File: config.mk
export PLATFORM = sky130hd
export DESIGN_NAME = div_sequencer
export DESIGN_NICKNAME = d
export VERILOG_FILES = /design/src/rtl/div_sequencer.sv
export SDC_FILE = /design/constraint.sdc
export NUM_CORES = 1
export LEC_CHECK = 0
export BUFFER_PORTS_ARGS = -buffer_cell sky130_fd_sc_hd__buf_2
export CAP_MARGIN = 0
export CORE_MARGIN = 2
export CORE_UTILIZATION = 59
export DETAILED_ROUTE_END_ITERATION = 6
export GPL_TIMING_DRIVEN = 0
export PLACE_DENSITY = 0.89
export REMOVE_ABC_BUFFERS = 1
export SYNTH_ARGS = -nofsm -noshare
export SYNTH_HDL_FRONTEND = slang
export SYNTH_SLANG_ARGS = --single-unit
export TNS_END_PERCENT = 50
File: constraint.sdc
create_clock -name clk -period 5.25 [get_ports clk]
set_input_delay 0.525 -clock clk [delete_from_list [all_inputs] [get_ports clk]]
set_output_delay 0.525 -clock clk [all_outputs]
set_load 0.02 [all_outputs]
File: src/rtl/div_sequencer.sv
// div_sequencer: iterative restoring divider controller for DIV/MOD, one quotient bit per cycle.
// Define DIV_SEQ_SIGNED_EN for two's-complement signed operation; otherwise operands are unsigned.
`default_nettype none

module div_sequencer #(
    parameter int WIDTH = 32
) (
    input  logic             clk,
    input  logic             reset,
    input  logic             start,
    input  logic             isDiv,
    input  logic             isMod,
    input  logic             flush,
    input  logic [WIDTH-1:0] A,
    input  logic [WIDTH-1:0] B,
    output logic             busy,
    output logic             done,
    output logic [WIDTH-1:0] result,
    output logic             divByZero
);

    localparam int       CW     = $clog2(WIDTH);
    localparam logic [1:0] S_IDLE = 2'd0;
    localparam logic [1:0] S_RUN  = 2'd1;
    localparam logic [1:0] S_DONE = 2'd2;

    logic [1:0]       r_state;
    logic [1:0]       w_next;
    logic [CW-1:0]    r_cnt;
    logic             r_mod;
    logic [WIDTH-1:0] r_dvd;
    logic [WIDTH-1:0] r_rem;
    logic [WIDTH-1:0] r_bmag;

    logic             w_accept;
    logic [WIDTH-1:0] w_a_mag;
    logic [WIDTH-1:0] w_b_mag;
    logic [WIDTH:0]   w_rem_sh;
    logic [WIDTH:0]   w_diff;
    logic             w_ge;
    logic [WIDTH-1:0] w_rem_nx;
    logic [WIDTH-1:0] w_dvd_nx;
    logic [WIDTH-1:0] w_quo_fix;
    logic [WIDTH-1:0] w_rem_fix;

    assign w_accept = start && (isDiv || isMod) && !flush &&
                      ((r_state == S_IDLE) || (r_state == S_DONE));

    // One restoring step; the borrow of the WIDTH+1-bit subtraction is the compare.
    assign w_rem_sh = {r_rem, r_dvd[WIDTH-1]};
    assign w_diff   = w_rem_sh - {1'b0, r_bmag};
    assign w_ge     = ~w_diff[WIDTH];
    assign w_rem_nx = w_ge ? w_diff[WIDTH-1:0] : w_rem_sh[WIDTH-1:0];
    assign w_dvd_nx = {r_dvd[WIDTH-2:0], w_ge};

`ifdef DIV_SEQ_SIGNED_EN
    logic r_neg_q;
    logic r_neg_r;

    assign w_a_mag   = A[WIDTH-1] ? -A : A;
    assign w_b_mag   = B[WIDTH-1] ? -B : B;
    assign w_quo_fix = r_neg_q ? -w_dvd_nx : w_dvd_nx;
    assign w_rem_fix = r_neg_r ? -w_rem_nx : w_rem_nx;

    always_ff @(posedge clk or posedge reset) begin
        if (reset) begin
            r_neg_q <= 1'b0;
            r_neg_r <= 1'b0;
        end else if (w_accept) begin
            r_neg_q <= A[WIDTH-1] ^ B[WIDTH-1];
            r_neg_r <= A[WIDTH-1];
        end
    end
`else
    assign w_a_mag   = A;
    assign w_b_mag   = B;
    assign w_quo_fix = w_dvd_nx;
    assign w_rem_fix = w_rem_nx;
`endif

    always_ff @(posedge clk or posedge reset) begin
        if (reset) begin
            r_state <= S_IDLE;
        end else begin
            r_state <= w_next;
        end
    end

    always_comb begin
        w_next = S_IDLE;
        case (r_state)
            S_RUN: begin
                if (flush)
                    w_next = S_IDLE;
                else if (r_cnt == '0)
                    w_next = S_DONE;
                else
                    w_next = S_RUN;
            end
            default: begin
                if (w_accept)
                    w_next = (B == '0) ? S_DONE : S_RUN;
            end
        endcase
    end

    always_comb begin
        busy = (r_state == S_RUN);
        done = (r_state == S_DONE);
    end

    // Result and divByZero change only on entry to DONE; a flush leaves them untouched.
    always_ff @(posedge clk or posedge reset) begin
        if (reset) begin
            r_cnt     <= '0;
            r_mod     <= 1'b0;
            r_dvd     <= '0;
            r_rem     <= '0;
            r_bmag    <= '0;
            result    <= '0;
            divByZero <= 1'b0;
        end else if (w_accept) begin
            r_cnt  <= CW'(WIDTH - 1);
            r_mod  <= isMod;
            r_dvd  <= w_a_mag;
            r_rem  <= '0;
            r_bmag <= w_b_mag;
            if (B == '0) begin
                result    <= isMod ? A : '1;
                divByZero <= 1'b1;
            end
        end else if ((r_state == S_RUN) && !flush) begin
            r_dvd <= w_dvd_nx;
            r_rem <= w_rem_nx;
            r_cnt <= r_cnt - CW'(1);
            if (r_cnt == '0) begin
                result    <= r_mod ? w_rem_fix : w_quo_fix;
                divByZero <= 1'b0;
            end
        end
    end

endmodule

`default_nettype wire
== Word-level counts from Yosys, hierarchy flattened ==
Index checks and enable logic that the tools add are counted.
Storage, ports and cells
  register bits: 137
  input port bits: 70
  output and inout bits: 35
Operators by class
  add/subtract/negate cells: 2
  eq/ne operators: 3
  mux-type cells: 22
  bitwise logic cells: 1
  reduce and logical (&&, ||, !) cells: 13
Operators with widths (count)
  32-bit 2-to-1 mux: 11
  33-bit by 32-bit subtractor with 33-bit output: 1
  32-bit zero test: 1
  2-bit 2-to-1 mux: 5
  5-bit 2-to-1 mux: 2
  5-bit zero test: 1
  5-bit by 1-bit subtractor with 5-bit output (second input constant): 1
  1-bit logical AND: 4
  1-bit 2-to-1 mux: 4
  2-bit nonzero test: 2
  3-bit AND reduction: 1
  2-bit by 1-bit == test with 1-bit output (second input constant): 1
  2-bit == test (second input constant): 1
  2-bit zero test: 1
  1-bit logical OR: 2
  2-bit by 1-bit != test with 1-bit output (second input constant): 1
  1-bit zero test: 1
  1-bit NOT: 1

== Logic depth before layout (Yosys ltp) ==
Gate-level depths: netlist of run 1.
  depth after elaboration: 6
  gate-level depth with buffers: 16
  depth with buffers taken out: 13

== Worst setup path before layout of run 1 ==
No wires, ideal clock.
  path type: flip-flop to flip-flop
  from: register r_dvd[31]
  to: register result[5]
  library setup time: 126 ps
  arrival time: 3000 ps
  setup slack: 2124 ps
  cell stages (with the launch flop): 16
  buffers on the path: 2
  path through: dfrtp_1 inv_1 ha_1 inv_1 fa_1 a211oi_2 nor4_1 a211o_1 a2bb2oi_1 a21oi_1 o41ai_2 buf_6 buf_12 mux2i_1 nor2_1 a311o_1
Between the ends
  longest elaborated chain between the ends: 6
Ends and longest elaborated chain
  from (decl): line 31  | logic [WIDTH-1:0] r_dvd;
  from (signal assigned): line 125  | r_dvd <= w_a_mag;
  from (signal assigned): line 133  | r_dvd <= w_dvd_nx;
  33-bit by 32-bit subtractor with 33-bit output: line 51  | assign w_diff = w_rem_sh - {1'b0, r_bmag};
  32-bit 2-to-1 mux: line 53  | assign w_rem_nx = w_ge ? w_diff[WIDTH-1:0] : w_rem_sh[WIDTH-1:0];
  32-bit 2-to-1 mux: line 137  | result <= r_mod ? w_rem_fix : w_quo_fix;
  32-bit 2-to-1 mux: line 136  | if (r_cnt == '0) begin
  32-bit 2-to-1 mux: line 132  | end else if ((r_state == S_RUN) && !flush) begin
  32-bit 2-to-1 mux: line 122  | end else if (w_accept) begin
  to (signal assigned): line 129  | result <= isMod ? A : '1;
  to (signal assigned): line 137
  to (decl): line 18  | output logic [WIDTH-1:0] result,
No other way between the ends. The select of a mux whose other input is x is not followed.
A chain may end at the register's enable or synchronous reset.

== Worst setup path after layout of run 1 ==
  from: register r_dvd[31]
  to: register result[15]
The elaborated chain is that of the path after synthesis.

==> results of run 1 <==
-- area by class of cell --
type | count | area, um2
Inverter | 43 | 166.4
Timing Repair Buffer | 116 | 716.9
Sequential cell | 137 | 3428
Multi-Input combinational cell | 721 | 4437
Clock buffer | 23 | 467.9
Fill cell | 1042 | 4289
Tap cell | 180 | 225.2
Clock inverter | 8 | 96.34
-- flip-flops by register name, indices dropped and copies added (netlist names) --
register,count
r_dvd,32
r_mod,1
result,32
r_state,2
r_rem,32
r_cnt,5
divByZero,1
r_bmag,32
-- metal layers --
layer | wire, um | vias up | share of wire
met4 | 529 | 0 | 0.023
met5 | 0 | - | 0
li1 | - | 3599 | -
met1 | 9584 | 3653 | 0.42
met2 | 10810 | 421 | 0.48
met3 | 1801 | 59 | 0.079
-- worst max-delay path by stage --
stage          slack [ps]    endpoint  startpoint
2_1_floorplan        -500  result[28]   r_dvd[31]
3_3_place_gp        -2400  result[28]   r_dvd[31]
3_5_place_dp         1190  result[15]   r_dvd[31]
4_1_cts              1110  result[12]   r_dvd[31]
5_1_grt               810  result[13]   r_dvd[31]
6_report              990  result[15]   r_dvd[31]
-- logic make-up (layout without fill, tap and decap cells) --
family,after synthesis,after routing,share of synthesized area
AOI/OAI and AO/OA,304,304,0.2368
xor gates and xnor gates,33,33,0.03481
adders and majority gates,35,35,0.05366
buffers and inverters,110,190,0.05772
DFF,137,137,0.4130
muxes,24,24,0.02894
and+or+nand+nor,325,325,0.1751
-- critical path, stage by stage, from the launching register on --
cell	delay [ps]
dfrtp_1	420
inv_1	80
ha_1	160
inv_1	50
fa_1	430
a211oi_2	280
nor4_1	100
a211o_1	340
a2bb2oi_1	240
a21oi_1	140
o41ai_4	800
buf_8	260
mux2i_1	420
a21oi_1	140
a211o_1	270
-- cells in the mapped netlist (all sizes together), types with 7 or more instances --
| library cell | number |
|---|---|
| xor2 | 10 |
| nand3 | 38 |
| buf | 15 |
| nand2 | 152 |
| ha | 34 |
| dfrtp | 137 |
| o21ai | 118 |
| nor2b | 17 |
| a211o | 14 |
| a31oi | 8 |
| a211oi | 7 |
| xnor2 | 23 |
| inv | 42 |
| a21oi | 54 |
| nand4 | 10 |
| mux2i | 24 |
| a21o | 9 |
| a22oi | 32 |
| nor4 | 11 |
| nor3 | 22 |
| clkbuf | 52 |
| nor2 | 54 |
-- power groups by stage --
stage / clock network (mW) / logic, mW / registers [mW]
global route: 1.22 / 0.819 / 1.33
detailed placement: 0 / 0.710 / 1.33
CTS: 1.17 / 0.726 / 1.31
finish: 1.17 / 0.735 / 1.32
floorplan: 0 / 0.512 / 1.30
global placement: 0 / 0.671 / 1.32
-- stage by stage --
stage | instances | hold slack [ps] | power, mW | setup WS, ps
after floorplan | 901 | 449.7 | 1.816 | -502.0
after global placement | 1185 | 468.7 | 1.992 | -2403
after detailed placement | 1197 | 473.8 | 2.036 | 1190
after CTS | 1228 | 129.3 | 3.208 | 1106
after global routing | 1228 | 152.3 | 3.372 | 809.2
final | 1228 | 111.3 | 3.222 | 987.5
==> impl_metrics.env, run 1 <==
export IMPL_status="finished clean"
export IMPL_place_gp_congestion=0.9242
export IMPL_die_area_um2=15040
export IMPL_routed_wl_mm=22.72
export IMPL_grtUsageMet3=0.05948
export IMPL_drt_pass1_iter_count=6
export IMPL_cts_setup_buffers=0
export IMPL_synth_area_leaders="dfrtp_1 (41%), o21ai_0 (7.0%), nand2_1 (6.9%), ha_1 (5.1%), a21oi_1 (3.1%)"
export IMPL_synth_area_per_cell_um2=8.576
export IMPL_final_antenna_net_count=0
export IMPL_hold_path_class="in2async"
export IMPL_grt_pass1_wl_mm=37.16
export IMPL_worstPathRequired_ps=5570
export IMPL_final_area_um2=9538
export IMPL_layout_common_cells="nand2_1 (152), dfrtp_1 (137), o21ai_0 (116)"
export IMPL_track_usage=0.3169
export IMPL_place_area_um2=8974
export IMPL_clkLatencyLatePin_ps=440
export IMPL_path_max_fanout=12
export IMPL_swShare=0.3191
export IMPL_cts_sinks=137
export IMPL_startpoint_type="flop"
export IMPL_p_leak_nw=4.705
export IMPL_synthCells=968
export IMPL_cellPowerDensity_nw_per_um2=337.8
export IMPL_skew_ps=9.509
export IMPL_worst_slew_pin_slew_ps=1085
export IMPL_finalHoldViolations=0
export IMPL_totalNegativeSetupSlack_ps=0
export IMPL_yosys_warnings=0
export IMPL_antenna_found_initial=0
export IMPL_maxCapViolCount=0
export IMPL_start_util=0.6004
export IMPL_seq_power_share=0.408
export IMPL_syn_area_um2=8302
export IMPL_synth_ff_type="dfrtp_1"
export IMPL_vias=7732
export IMPL_cts_htree_levels=4
export IMPL_max_freq_ghz=0.2346
export IMPL_antenna_cells=0
export IMPL_final_common_cell="nand2_1"
export IMPL_grt_max_degree=93
export IMPL_r2r_end="result[15]"
export IMPL_p_sw_mw=1.028
export IMPL_fin_crit_ps=4262
export IMPL_die_x_um=122.6
export IMPL_synth_distinct_cells=61
export IMPL_slew_headroom=0.2768
export IMPL_combinationalPowerShare=0.228
export IMPL_grt_util_met1=0.4344
export IMPL_grt_overflow=0
export IMPL_wl_per_cell_um=18.50
export IMPL_cts_buffers=17
export IMPL_first_iter_violations=755
export IMPL_rsz0062_at_grt="no"
export IMPL_areaGrowthSynthToFinish_pct=14.89
export IMPL_yosysSeqAreaShare=0.4130
export IMPL_r2r_start="r_dvd[31]"
export IMPL_p_clk_frac=0.364
export IMPL_coreArea_um2=13830
export IMPL_io_buffers=104
export IMPL_postCtsHoldBufs=0
export IMPL_drc=0
export IMPL_met2_usage=0.5080
export IMPL_vias_per_cell=6.296
export IMPL_clkTransAtPathRegs_ps=60
export IMPL_synth_edf_count=0
export IMPL_post_route_period_util=0.8119
export IMPL_synth_top_area_cell="dfrtp_1"
export IMPL_path_class="reg2reg"
export IMPL_reg2reg_slack_ps=990
export IMPL_cts_resized=0
export IMPL_ys_ff_latch=137
export IMPL_grt_pass1_vias=7457
export IMPL_ir_worst_vdd_mv=0.2404
export IMPL_cts_root_buffer="clkbuf_16"
export IMPL_critPathArrivalTime_ps=4580
export IMPL_finish_utilization=0.6898
export IMPL_max_clock_path_buffers=2
export IMPL_final_layout_size_suffix_gt1_frac=0.1508
export IMPL_slew_viol_final=0
export IMPL_synth_top_area_share=0.4130
export IMPL_cts_tree="done"
export IMPL_setup_viol_count_final=0
export IMPL_synthArstFlopShare=1.000
export IMPL_top_usage_layer="met2"
export IMPL_p_int_mw=2.194
export IMPL_final_net_count=1141
export IMPL_rows=43
export IMPL_rr_worst_depth=14
export IMPL_dieHeight_um=122.6
export IMPL_pin_count=105
export IMPL_dp_hpwl_mm=15.85
export IMPL_cp_end_kind="flop"
(Power assumes the default switching activity.)
==> run 2, diff against run 1 <==
--- a/config.mk
+++ b/config.mk
@@ -8,10 +8,10 @@
 export BUFFER_PORTS_ARGS = -buffer_cell sky130_fd_sc_hd__buf_2
 export CAP_MARGIN = 0
 export CORE_MARGIN = 2
-export CORE_UTILIZATION = 59
+export CORE_UTILIZATION = 53
 export DETAILED_ROUTE_END_ITERATION = 6
 export GPL_TIMING_DRIVEN = 0
-export PLACE_DENSITY = 0.89
+export PLACE_DENSITY = 0.85
 export REMOVE_ABC_BUFFERS = 1
 export SYNTH_ARGS = -nofsm -noshare
 export SYNTH_HDL_FRONTEND = slang
==> constraint.sdc (replaced) <==
create_clock -name clk -period 3.9 [get_ports clk]
set_input_delay 0.39 -clock clk [delete_from_list [all_inputs] [get_ports clk]]
set_output_delay 0.39 -clock clk [all_outputs]
set_load 0.02 [all_outputs]
==> run 2 against run 1 <==
  * Sequential power is 34% higher
  * Setup slack worse by 810 ps
  * First-iteration DRC count fell by 25%
  * Wire length decreased by 1.9%
  * Clock skew shrank 3.5 ps
  * Sequential cell count unchanged
  * Die area up 11%
  * Via count down 0.71%
  * Critical path depth is 1 higher
  * Highest routed layer unchanged
==> impl_metrics.env, run 2 (synthesis gave the netlist of run 1 again) <==
export IMPL_final_common_cell="nand2_1"
export IMPL_cp_end_kind="flop"
export IMPL_vias=7677
export IMPL_place_area_um2=9012
export IMPL_slew_headroom=0.2560
export IMPL_cts_sinks=137
export IMPL_path_max_fanout=13
export IMPL_p_clk_frac=0.375
export IMPL_hold_start="B[13]"
export IMPL_holdWs_ps=179.4
export IMPL_ir_worst_vdd_mv=0.2843
export IMPL_die_x_um=129.2
export IMPL_worst_slew_pin_slew_ps=1116
export IMPL_finalHoldViolations=0
export IMPL_r2r_end="result[8]"
export IMPL_hold_path_class="in2reg"
export IMPL_drc=0
export IMPL_cellPowerDensity_nw_per_um2=456.1
export IMPL_drt_pass1_iter_count=6
export IMPL_cts_buffers=17
export IMPL_fin_crit_ps=3723
export IMPL_antenna_cells=0
export IMPL_grt_overflow=0
export IMPL_rsz0062_at_grt="yes"
export IMPL_post_route_period_util=0.9545
export IMPL_path_class="reg2reg"
export IMPL_die_area_um2=16680
export IMPL_combinationalPowerShare=0.224
export IMPL_r2r_start="r_dvd[31]"
export IMPL_skew_ps=6.021
export IMPL_p_sw_mw=1.368
export IMPL_track_usage=0.2808
export IMPL_cts_root_buffer="clkbuf_16"
export IMPL_clkLatencyLatePin_ps=430
export IMPL_vias_per_cell=6.078
export IMPL_startpoint_type="flop"
export IMPL_reg2reg_slack_ps=180
export IMPL_io_buffers=104
export IMPL_final_antenna_net_count=0
export IMPL_layout_common_cells="nand2_1 (152), dfrtp_1 (137), o21ai_0 (116)"
export IMPL_coreArea_um2=15260
export IMPL_areaGrowthSynthToFinish_pct=16.31
export IMPL_swShare=0.3107
export IMPL_max_clock_path_buffers=2
export IMPL_slew_viol_final=0
export IMPL_status="finished clean"
export IMPL_place_gp_congestion=0.8978
export IMPL_rows=45
export IMPL_wl_per_cell_um=17.64
export IMPL_dp_hpwl_mm=15.90
export IMPL_min_path_cells=3
export IMPL_setup_viol_count_final=0
export IMPL_worstPathRequired_ps=4210
export IMPL_p_leak_nw=4.731
export IMPL_final_area_um2=9656
export IMPL_routed_wl_mm=22.29
export IMPL_antenna_found_initial=0
export IMPL_cts_tree="done"
export IMPL_clkTransAtPathRegs_ps=60
export IMPL_dieHeight_um=129.2
export IMPL_grt_pass1_wl_mm=37.16
export IMPL_cts_htree_levels=4
export IMPL_seq_power_share=0.402
export IMPL_start_util=0.5441
export IMPL_first_iter_violations=569
export IMPL_holdPathEnd="r_bmag[13]"
export IMPL_final_net_count=1146
export IMPL_grt_max_degree=98
export IMPL_pin_count=105
export IMPL_grt_pass1_vias=7470
export IMPL_critPathArrivalTime_ps=4030
export IMPL_maxCapViolCount=0
export IMPL_p_int_mw=3.036
export IMPL_final_layout_size_suffix_gt1_frac=0.1568
export IMPL_max_freq_ghz=0.2686
export IMPL_rr_worst_depth=15
run 2: repair_timing:
item	in CTS	in global routing
resized for setup	0	3
pin swaps	1	1
setup buffers	3	0
setup endpoints to repair	27	16
hold endpoints to repair	40	0
hold buffers	1	0
run 2: routing by layer:
metal / wire length (um) / up-vias / track usage
li1: - / 3617 / -
met1: 9599 / 3646 / 0.3878
met2: 10110 / 364 / 0.4241
met3: 1854 / 50 / 0.05987
met4: 723 / 0 / 0.1336
met5: 0 / - / 0
run 2: worst max-delay path by stage:
stage / from / endpoint / slack [ps] / cells past startpoint
after floorplan: r_dvd[31] / result[28] / -1850 / 12
after global placement: r_dvd[31] / result[28] / -3620 / 12
after detailed placement: r_dvd[31] / result[15] / -270 / 14
after CTS: r_dvd[31] / result[15] / 130 / 14
after global routing: r_dvd[31] / result[7] / -4 / 15
final: r_dvd[31] / result[8] / 180 / 15
run 2: final cells by class:
cell class	count	area [um2]
clock buffers	22	474.2
clock inverters	8	120.1
fillers	1235	5603
inverters	43	166.4
multi-input cells	721	4453
flip-flops and latches	137	3428
well taps	211	264.0
repair buffers	121	749.5
run 2: worst max-delay path, cell delays in order (launching register included):
cell       delay, ps
dfrtp_1          420
inv_1             80
ha_1             160
inv_1             60
fa_1             450
a211oi_4         270
nor4_1            90
a211o_1          320
a2bb2oi_1        240
a21oi_1          140
o41ai_4          310
buf_4            220
buf_8            160
mux2i_1          280
nor2_1           100
a311o_1          300
run 2: per-stage QoR:
step / util / std cells / setup slack, ps / setup TNS, ps / power, mW
floorplan: - / 901 / -1852 / -120120 / 2.445
global placement: 0.5747 / 1216 / -3623 / -471300 / 2.687
detailed placement: 0.5907 / 1229 / -269.9 / -2069 / 2.740
CTS: 0.6317 / 1263 / 125.9 / 0 / 4.392
global route: 0.6328 / 1263 / -3.767 / -4.983 / 4.615
finish: 0.6328 / 1263 / 177.3 / 0 / 4.404
run 2: power by group through the flow:
stage          sequential [mW]  clock (mW)  combinational (mW)
5_1_grt                   1.79        1.71                1.11
2_1_floorplan             1.76           0               0.689
3_3_place_gp              1.78           0               0.908
6_report                  1.77        1.65               0.985
3_5_place_dp              1.78           0               0.956
4_1_cts                   1.76        1.66               0.967
==> run 3, diff against run 2 <==
--- a/config.mk
+++ b/config.mk
@@ -8,10 +8,10 @@
 export BUFFER_PORTS_ARGS = -buffer_cell sky130_fd_sc_hd__buf_2
 export CAP_MARGIN = 0
 export CORE_MARGIN = 2
-export CORE_UTILIZATION = 53
+export CORE_UTILIZATION = 63
 export DETAILED_ROUTE_END_ITERATION = 6
 export GPL_TIMING_DRIVEN = 0
-export PLACE_DENSITY = 0.85
+export PLACE_DENSITY = 0.94
 export REMOVE_ABC_BUFFERS = 1
 export SYNTH_ARGS = -nofsm -noshare
 export SYNTH_HDL_FRONTEND = slang
==> constraint.sdc (replaced) <==
create_clock -name clk -period 4.3 [get_ports clk]
set_input_delay 0.43 -clock clk [delete_from_list [all_inputs] [get_ports clk]]
set_output_delay 0.43 -clock clk [all_outputs]
set_load 0.02 [all_outputs]
==> run 3 against run 2 <==
  * The run now ends with design-rule violations left
  * Combinational power fell by 6.2%
  * Core utilization rose by 12 points
  * Global-route usage rose by 6.8 points
  * Clock skew rose by 2.6 ps
  * Die area fell by 15%
  * Via count rose by 7.3%
  * Setup slack got worse by 21 ps
  * Clock power fell by 2%
  * Critical path type unchanged
==> impl_metrics.env, run 3 (synthesis gave the netlist of run 1 again) <==
export IMPL_die_area_um2=14110
export IMPL_hold_path_class="in2async"
export IMPL_critPathArrivalTime_ps=4460
export IMPL_path_max_fanout=15
export IMPL_drc=12
export IMPL_die_x_um=118.8
export IMPL_routed_wl_mm=24.67
export IMPL_final_layout_size_suffix_gt1_frac=0.1559
export IMPL_violations="design-rule violations"
export IMPL_cp_top_family="compound AO/OA/AOI/OAI gates"
export IMPL_max_clock_path_buffers=2
export IMPL_dieHeight_um=118.8
export IMPL_startpoint_type="flop"
export IMPL_skew_ps=8.614
export IMPL_setup_viol_count_final=0
export IMPL_wl_per_cell_um=20.15
export IMPL_first_iter_violations=880
export IMPL_final_common_cell="nand2_1"
export IMPL_finalNonFillerCells=1224
export IMPL_clkLatencyLatePin_ps=440
export IMPL_drt_pass1_iter_count=7
export IMPL_layout_common_cells="nand2_1 (152), dfrtp_1 (137), o21ai_0 (116)"
export IMPL_final_antenna_net_count=0
export IMPL_cts_htree_levels=4
export IMPL_dpl_worst_slack_ps=284.2
export IMPL_vias=8237
export IMPL_track_usage=0.3484
export IMPL_ir_worst_vdd_mv=0.3101
export IMPL_post_route_period_util=0.9636
export IMPL_dp_hpwl_mm=16.13
export IMPL_clkTransAtPathRegs_ps=60
export IMPL_crit_chain="inv_1 -> ha_1 -> inv_1 -> fa_1 -> a211oi_2 -> nor4_1 -> a211o_1 -> a2bb2oi_1 -> a21oi_1 -> o41ai_4 -> buf_4 -> buf_12 -> buf_6 -> mux2i_1 -> nor2_1 -> a311o_1"
export IMPL_finish_utilization=0.7570
export IMPL_cp_common_cell="inv_1"
export IMPL_final_net_count=1144
export IMPL_vias_per_cell=6.730
export IMPL_pin_count=105
export IMPL_cellPowerDensity_nw_per_um2=431.2
export IMPL_grt_pass1_vias=7723
export IMPL_cp_end_kind="flop"
export IMPL_antenna_found_initial=0
export IMPL_maxCapViolCount=0
export IMPL_rsz0062_at_grt="no"
export IMPL_fin_crit_ps=4143
export IMPL_p_leak_nw=4.762
export IMPL_slew_viol_final=0
export IMPL_fill_cells=842
export IMPL_coreArea_um2=12720
export IMPL_totalNegativeSetupSlack_ps=0
export IMPL_start_util=0.6525
export IMPL_crit_buf_inv=5
export IMPL_status="complete, but fails checks"
export IMPL_slowest_stage="dfrtp_1"
export IMPL_postCtsHoldBufs=0
export IMPL_fin_ws_ps=156.6
export IMPL_max_freq_ghz=0.2413
export IMPL_path_class="reg2reg"
export IMPL_grt_pass1_wl_mm=39.05
export IMPL_antenna_cells=0
export IMPL_grt_max_degree=94
export IMPL_finalHoldViolations=0
export IMPL_holdWs_ps=8.920
export IMPL_critPathMaxStageDelay_ps=430
export IMPL_worstPathRequired_ps=4620
export IMPL_cts_root_buffer="clkbuf_16"
export IMPL_cts_buffers=17
export IMPL_rows=41
export IMPL_io_buffers=104
export IMPL_grt_overflow=0
export IMPL_seqCellArea_um2=3428
export IMPL_multi_input_area_um2=4437
export IMPL_cts_sinks=137
export IMPL_areaGrowthSynthToFinish_pct=16.01
export IMPL_placedCellCount=1189
export IMPL_cts_tree="done"
export IMPL_place_gp_congestion=0.9049
export IMPL_slew_headroom=0.2392
export IMPL_worst_slew_pin_slew_ps=1141
[run 3: report_power, final]
part	switching, mW	leakage, nW	internal (mW)
registers	0.149	1.79	1.47
clock network	0.550	0.323	1.06
logic	0.593	2.65	0.331
[run 3: stage by stage]
step,area (um2),power [mW]
finish,9630,4.152
global route,9630,4.300
CTS,9595,4.102
detailed placement,8945,2.491
global placement,8720,2.428
floorplan,7984,2.218
[run 3: layout make-up]
| type | instances | area share |
|---|---|---|
| clock buffers | 25 | 0.05353 |
| clock inverters | 7 | 0.01403 |
| multi-input cells | 721 | 0.4607 |
| flip-flops and latches | 137 | 0.3560 |
| inverters | 43 | 0.01728 |
| repair buffers | 119 | 0.07613 |
| well taps | 172 | 0.02235 |
[run 3: worst register-to-register path: cells and delay by family, from the launching register on]
family | cells | cell delay [ps]
flip-flops | 1 | 430
buffers and inverters | 5 | 630
AO/OA/AOI/OAI | 6 | 1730
AND/OR/NAND/NOR | 2 | 230
multiplexers | 1 | 410
adder cells (fa/ha/maj) | 2 | 570
[run 3: worst paths after layout]
path	start	endpoint	slack (ps)	cells past startpoint
worst max-delay path	r_dvd[31]	result[3]	160	16
worst min-delay path	reset	result[6]	9	2
worst max register to register	r_dvd[31]	result[3]	160	16
worst min register to register	result[15]	result[15]	490	1
max in group asynchronous	reset	r_rem[25]	3500	3
min in group clk	B[26]	r_bmag[26]	220	3
[run 3: timing repair]
item / in CTS / in global routing
endpoints found under the setup margin: 0 / 4
buffers inserted: 0 / 3
resized for setup: 0 / 0
[run 3: metal layers]
metal | vias to the layer above | part of all wire | GRT usage
met3 | 140 | 0.10 | 0.08494
met5 | - | 0 | 0
met2 | 585 | 0.47 | 0.5532
li1 | 3614 | - | -
met1 | 3898 | 0.38 | 0.4533
met4 | 0 | 0.045 | 0.1555
